## config.mk

```make
export PLATFORM = sky130hd
export DESIGN_NAME = mbc1_cart_responder
export DESIGN_NICKNAME = d
export VERILOG_FILES = /design/src/rtl/mbc1_cart_responder.sv
export SDC_FILE = /design/constraint.sdc
export NUM_CORES = 1
export LEC_CHECK = 0
export CAP_MARGIN = 10
export CORE_ASPECT_RATIO = 0.9
export CORE_UTILIZATION = 38
export DETAILED_ROUTE_END_ITERATION = 6
export PLACE_DENSITY = 0.66
export RECOVER_POWER = 50
export SLEW_MARGIN = 10
export SYNTH_ARGS = -nofsm -noshare
export SYNTH_HDL_FRONTEND = slang
export SYNTH_SLANG_ARGS = --single-unit
```

## constraint.sdc

```tcl
create_clock -name pllClk -period 2.95 [get_ports pllClk]
set_input_delay 0.885 -clock pllClk [delete_from_list [all_inputs] [get_ports pllClk]]
set_output_delay 0.885 -clock pllClk [all_outputs]
set_load 0.05 [all_outputs]
```

## src/rtl/mbc1_cart_responder.sv

```systemverilog
// MBC1 cartridge responder: synchronises CPU bus strobes, keeps the bank registers and turns reads into timed ROM/SRAM fetches.
// Read data drives the bus MEM_LAT+1 clocks after the detected read edge; writes commit once wr_n returns high.
module mbc1_cart_responder #(
   parameter int ROM_BANKS = 64,
   parameter int RAM_BANKS = 4,
   parameter int MEM_LAT   = 2
) (
   input  logic        pllClk,
   input  logic        reset_n,
   input  logic [15:0] add,
   input  logic [7:0]  data_in,
   input  logic        rd_n,
   input  logic        wr_n,
   input  logic        cs_n,
   output logic [7:0]  data_out,
   output logic        data_oe,
   output logic [20:0] rom_addr,
   output logic        rom_rd,
   input  logic [7:0]  rom_data,
   output logic [14:0] ram_addr,
   output logic        ram_rd,
   output logic        ram_we,
   output logic [7:0]  ram_wdata,
   input  logic [7:0]  ram_data
);

   localparam logic [6:0]  ROM_MASK = 7'(ROM_BANKS - 1);
   localparam logic [14:0] RAM_MASK = (RAM_BANKS == 4) ? 15'h7fff : 15'h1fff;
   localparam bit          HAS_RAM  = (RAM_BANKS > 0);
   localparam logic [2:0]  LAT      = 3'(MEM_LAT);

   typedef enum logic [1:0] {IDLE, FETCH, DRIVE} state_t;
   typedef enum logic [1:0] {SRC_ROM, SRC_RAM, SRC_FLOAT} src_t;

   logic [15:0] add_s1, add_s2, wr_add;
   logic [7:0]  din_s1, din_s2, wr_dat;
   logic        rd_n_s1, rd_n_s2, wr_n_s1, wr_n_s2, cs_n_s1, cs_n_s2, wr_cs_n;
   logic        clash;
   logic        ram_en, mode;
   logic [4:0]  bank1;
   logic [1:0]  bank2;
   state_t      state;
   src_t        src;
   logic [2:0]  cnt;

   logic [4:0]  bank1_eff;
   logic [1:0]  ram_hi;
   logic [6:0]  bank_lo, bank_hi;
   logic        rd_det, wr_commit;

   assign bank1_eff = (bank1 == 5'd0) ? 5'd1 : bank1;
   assign ram_hi    = mode ? bank2 : 2'b00;
   assign bank_lo   = {ram_hi, 5'b0} & ROM_MASK;
   assign bank_hi   = {bank2, bank1_eff} & ROM_MASK;
   // A read and a write strobed together poison both until the bus is fully released.
   assign rd_det    = (state == IDLE) && !rd_n_s1 && rd_n_s2 && wr_n_s1 && !clash;
   assign wr_commit = (state == IDLE) && wr_n_s1 && !wr_n_s2 && !clash;

   always_ff @(posedge pllClk) begin
      if (!reset_n) begin
         add_s1 <= '0;  add_s2 <= '0;  din_s1 <= '0;  din_s2 <= '0;
         rd_n_s1 <= 1'b1; rd_n_s2 <= 1'b1; wr_n_s1 <= 1'b1; wr_n_s2 <= 1'b1;
         cs_n_s1 <= 1'b1; cs_n_s2 <= 1'b1;
         wr_add <= '0;  wr_dat <= '0;  wr_cs_n <= 1'b1;  clash <= 1'b0;
         ram_en <= 1'b0; bank1 <= '0; bank2 <= '0; mode <= 1'b0;
         state <= IDLE; src <= SRC_ROM; cnt <= '0;
         data_out <= 8'hff; data_oe <= 1'b0;
         rom_rd <= 1'b0; ram_rd <= 1'b0; ram_we <= 1'b0;
         rom_addr <= '0; ram_addr <= '0; ram_wdata <= '0;
      end else begin
         add_s1  <= add;     add_s2  <= add_s1;
         din_s1  <= data_in; din_s2  <= din_s1;
         rd_n_s1 <= rd_n;    rd_n_s2 <= rd_n_s1;
         wr_n_s1 <= wr_n;    wr_n_s2 <= wr_n_s1;
         cs_n_s1 <= cs_n;    cs_n_s2 <= cs_n_s1;
         rom_rd  <= 1'b0;
         ram_rd  <= 1'b0;
         ram_we  <= 1'b0;

         if (!wr_n_s2) begin
            wr_add  <= add_s2;
            wr_dat  <= din_s2;
            wr_cs_n <= cs_n_s2;
         end

         if (!rd_n_s1 && !wr_n_s1)
            clash <= 1'b1;
         else if (rd_n_s1 && rd_n_s2 && wr_n_s1 && wr_n_s2)
            clash <= 1'b0;

         if (wr_commit) begin
            case (wr_add[15:13])
               3'b000: ram_en <= (wr_dat[3:0] == 4'ha);
               3'b001: bank1  <= wr_dat[4:0];
               3'b010: bank2  <= wr_dat[1:0];
               3'b011: mode   <= wr_dat[0];
               3'b101: if (HAS_RAM && ram_en && !wr_cs_n) begin
                  ram_we    <= 1'b1;
                  ram_addr  <= {ram_hi, wr_add[12:0]} & RAM_MASK;
                  ram_wdata <= wr_dat;
               end
               default: ;
            endcase
         end

         case (state)
            IDLE: if (rd_det) begin
               if (!add_s2[15]) begin
                  rom_rd   <= 1'b1;
                  rom_addr <= {add_s2[14] ? bank_hi : bank_lo, add_s2[13:0]};
                  src      <= SRC_ROM;
                  cnt      <= LAT;
                  state    <= FETCH;
               end else if (add_s2[15:13] == 3'b101 && !cs_n_s2) begin
                  if (HAS_RAM && ram_en) begin
                     ram_rd   <= 1'b1;
                     ram_addr <= {ram_hi, add_s2[12:0]} & RAM_MASK;
                     src      <= SRC_RAM;
                     cnt      <= LAT;
                  end else begin
                     // Disabled RAM answers with a floating bus one clock after the read edge.
                     src <= SRC_FLOAT;
                     cnt <= 3'd0;
                  end
                  state <= FETCH;
               end
            end
            FETCH: begin
               if (rd_n_s1) begin
                  state <= IDLE;
               end else if (cnt == 3'd0) begin
                  case (src)
                     SRC_ROM: data_out <= rom_data;
                     SRC_RAM: data_out <= ram_data;
                     default: data_out <= 8'hff;
                  endcase
                  data_oe <= 1'b1;
                  state   <= DRIVE;
               end else begin
                  cnt <= cnt - 3'd1;
               end
            end
            DRIVE: if (rd_n_s1) begin
               data_oe  <= 1'b0;
               data_out <= 8'hff;
               state    <= IDLE;
            end
            default: state <= IDLE;
         endcase
      end
   end

endmodule

```

## After elaboration in Yosys (flattened, before gate mapping)

Index checks and enable logic that the tools add are counted.

- Register bits: 152
- Input bits: 45
- Output and inout bits: 56

- Add/subtract/negate cells: 1
- Equality and inequality tests: 17
- Muxes and demuxes: 42
- Bitwise operators: 1
- Reduce and logical (&&, ||, !) cells: 40

Operator list:

| cell | count |
|---|---|
| $mux 15 | 8 |
| $pmux 8 s2 | 2 |
| $mux 8 | 3 |
| $mux 2 | 11 |
| $mux 3 | 5 |
| $reduce_and 3->1 | 5 |
| $logic_and 1x1->1 | 13 |
| $ne 2x2->1 const B | 5 |
| $reduce_and 5->1 | 2 |
| $mux 1 | 8 |
| $reduce_and 2->1 | 4 |
| $reduce_and 4->1 | 2 |
| $eq 3x2->1 const B | 2 |
| $eq 3x3->1 const B | 2 |
| $logic_not 1->1 | 6 |
| $logic_not 3->1 | 2 |
| $mux 6 | 1 |
| $pmux 2 s3 | 1 |
| $pmux 3 s2 | 1 |
| $reduce_bool 2->1 | 3 |
| $logic_not 5->1 | 1 |
| $mux 5 | 1 |
| $eq 2x1->1 const B | 2 |
| $eq 4x4->1 const B | 1 |
| 9 further kinds | 10 |

## Logic depth before layout (Yosys ltp)

- Depth in word-level cells: 10
- Depth in mapped cells: 7
- Gate-level depth less buffers: 6

## Least setup slack after synthesis

Ideal clock, no wire load.

- Path type: in2reg
- From: in reset_n
- To: reg bank1[4]
- Library setup time: 0.128 ns
- Arrival: 1.785 ns
- Path slack: 1.037 ns
- Cell stages on the path: 5
- Buffers on the path: 3
- Cell sequence: clkbuf_1 -> inv_1 -> clkbuf_1 -> clkbuf_1 -> nor2_1

RTL lines:

| item | RTL line | source |
|---|---|---|
| from (decl) | 9 | `input logic reset_n,` |
| to (signal assigned) | 94 | `3'b001: bank1 <= wr_dat[4:0];` |
| to (decl) | 40 | `logic [4:0] bank1;` |

No word-level cell between the ends.

## Final worst setup path

- From: reg rom_addr[7]
- To: out rom_addr[7]

RTL lines:

| item | RTL line | source |
|---|---|---|
| from (decl) | 17 | `output logic [20:0] rom_addr,` |
| from (signal assigned) | 110 | `rom_addr <= {add_s2[14] ? bank_hi : bank_lo, add_s2[13:0]};` |

No word-level cell between the ends.

==> qor.csv <==
stage;metric;value;unit
sta;clk_skew;0.0111;ns
die;Site Rows;40;
synth;syn avg cell area;10.4;um^2
synth;post-synth top area cell;dfxtp_1;
sta;Worst Max-Slew Pin Slew;1.21;ns
critical_path;Bufs and invs on worst path;1;
critical_path;Crit Path Category;reg2out;
synth;post-synthesis xor/xnor area fraction;0.329;%
synth;Post-Synth Simple-Gate Area;19.4;%
sta;Fin. Hold Viols;0;
placement;DP Wirelength;7.66;mm
critical_path;CP Capture Type;output pin;
critical_path;FF-to-FF setup slack;0.66;ns
critical_path;crit path cell chain;clkdlybuf4s50_1;
sta;fin. max-slew vios;0;
cts;CTS Buffer Depth;2;
critical_path;RR Endpoint;ram_addr[9];
synth;Synth async-reset ratio;0;%
placement;DP Worst Slack;0.659;ns
synth;Synth area leaders;dfxtp_1, mux2i_1, and2_1;
layout;Core Util, Final;51.5;%
sta;Slew Limit Headroom;18.9;%
critical_path;CP startpoint kind;flop;
die;chip height;114;um
power;Max VDD drop;0.400;mV
global_routing;largest net degree at the start of global routing;61;
layout;share of cells above drive strength 1;8.25;%
critical_path;Worst setup endpoint;rom_addr[7];
cts;H-Tree Level Count;4;
routing;Detail Route Antenna Nets;0;
critical_path;CP Data Arrival Time;1.60;ns
synth;Synth top area share;56.8;%
critical_path;Slowest-stage cell, CP;clkdlybuf4s50_1;
cts;CTS tree;yes;
routing;Total Wirelength;11.4;mm
power;overall power;4.33;mW
routing;total number of vias;3795;
die;die width;127;um
routing;vias per cell;4.83;
sta;Setup WS post-layout;0.461;ns
min_path;hold_sp;cs_n_s1;
sta;final worst-path cycle share;84.4;%
critical_path;worst-path maximum fanout;2;
power;pwr dens;622;nW/um^2
placement;PortBufs;99;
critical_path;CP Depth;1;
routing;wire per inst;14.5;um
layout;area delta synth->final;30.8;%
layout;Non-Filler Cell Area, Final;6960;um^2
cts;Root Driver;clkbuf_16;
power;static leakage;2.85;nW
critical_path;WP data required;2.07;ns
outcome;status;completed;
global_routing;first-pass GRT wire length;18.5;mm
synth;top_reg_cell synth;dfxtp_1;
critical_path;CP delay by family, top;buffers and inverters;
synth;Ys Warns;0;
synth;Post-Syn Nets;559;
layout;# diodes;0;
sta;unrepaired setup endpoints after global routing;no;
sta;Setup Viol. Count Final;0;
global_routing;number of global-route vias before repair;3730;
die;IO Count;101;
routing;drt initial violations;220;
critical_path;Worst R2R Start;state[0];
sta;achievable frequency;402;MHz
critical_path;slowest stage delay, CP;0.82;ns
layout;most frequent cells in the layout;dfxtp_1, clkdlybuf4s50_1, mux2i_1;
synth;Post-Synth Adder-Cell Area;0.471;%
cts;clock sinks;151;
synth;Yosys reg bits;151;
flow_run;max-cap violations;0;
synth;largest family of logic cells by synthesized area;simple AND/OR/NAND/NOR gates;
sta;setup TNS;0;ns
synth;register area share after synthesis;56.8;%
cts;Worst-path clk slew;0.06;ns
synth;Post-synth EDFFs;0;
global_routing;gr usage total;16.7;%
cts;Post-CTS Hold Fix Bufs;0;
die;Initial Util;39.4;%
cts;Setup Buffers After CTS;0;
routing;DR pass1 iterations;5;
global_routing;initial antenna violation count;0;
layout;commonest non-fill, non-tap cell in the layout;dfxtp_1;
synth;mapped cell area;5320;um^2
die;Core Region;13500;um^2
synth;mux contribution to synthesized area;10.9;%
sta;post-layout min period;2.49;ns
routing;DRC violations left;0;
min_path;worst hold path type;reg2reg;
cts;post-CTS sizing;0;
layout;nets;652;
layout;non-filler cells, final;786;
sta;worst hold slack;0.411;ns
critical_path;R2R depth;4;
cts;worst-skew pair later-pin latency;0.42;ns
critical_path;worst setup path start;rom_addr[7];
synth;Synth Area in Compound Gates;8.54;%
cts;CTS Buf Count;17;
die;full die area;14500;um^2
synth;Cells after Synth;512;
global_routing;GR Overflow Total;0;
synth;Cell variety after synth;42;
placement;placed cell count;754;
placement;dpl cell area;6410;um^2
placement;GP Congestion;0.782;
-- how the worst min path moves through the flow --
stage | cells past startpoint | to | slack, ns
floorplan | 1 | cs_n_s2 | 0.39
global placement | 1 | cs_n_s2 | 0.40
detailed placement | 1 | cs_n_s2 | 0.40
CTS | 1 | cs_n_s2 | 0.42
global route | 1 | cs_n_s2 | 0.44
finish | 1 | cs_n_s2 | 0.41
-- report_power, final --
group	internal [mW]	switching, mW	total, mW
combinational	0.103	0.108	0.211
clock	1.18	0.828	2.00
sequential	2.09	0.0272	2.11
total	3.37	0.964	4.33
-- cells in the mapped netlist (all sizes together), types with 2 or more instances --
cell type and instances:
a2111oi 8, a21oi 22, and2 49, buf 9
clkbuf 24, dfxtp 151, ha 2, inv 4
mux2i 58, nand2 41, nand2b 9, nand3 8
nand4 2, nor2 56, nor2b 11, nor3 11
nor3b 2, nor4 2, nor4b 2, o211ai 2
o21ai 11, o2bb2ai 13, or3 2, xnor2 2
-- flip-flops by register name, indices dropped and copies added (netlist names), 2 cells and up --
name       count
bank1          5
rom_addr      20
ram_wdata      8
cnt            3
wr_add        16
wr_dat         8
add_s2        16
din_s1         8
din_s2         8
data_out       8
add_s1        16
state          2
ram_addr      15
bank2          2
src            2
-- layer usage --
metal  up-vias  wire length [um]  GRT usage, %
li1       1908                 -             -
met1      1785              5390          20.6
met2        89              5400          28.1
met3        13               452          4.25
met4         0               142          6.67
met5         -                 0             0
-- cells by family (layout without fill, tap and decap cells) --
kind of cell | after synthesis | count (layout)
fa+ha+maj | 2 | 2
simple gates | 201 | 201
buf+inv | 37 | 143
xor+xnor | 2 | 2
flops | 151 | 151
compound gates | 60 | 60
mux | 58 | 58
other cells | 1 | 1
-- final cells by class --
type,instances,area [um^2]
Timing Repair Buffer,107,1040
Fill cell,1222,6560
Clock buffer,20,447
Multi-Input combinational cell,324,2120
Inverter,4,15.0
Clock inverter,12,105
Sequential cell,151,3020
Tap cell,168,210
(Power assumes the default switching activity.)
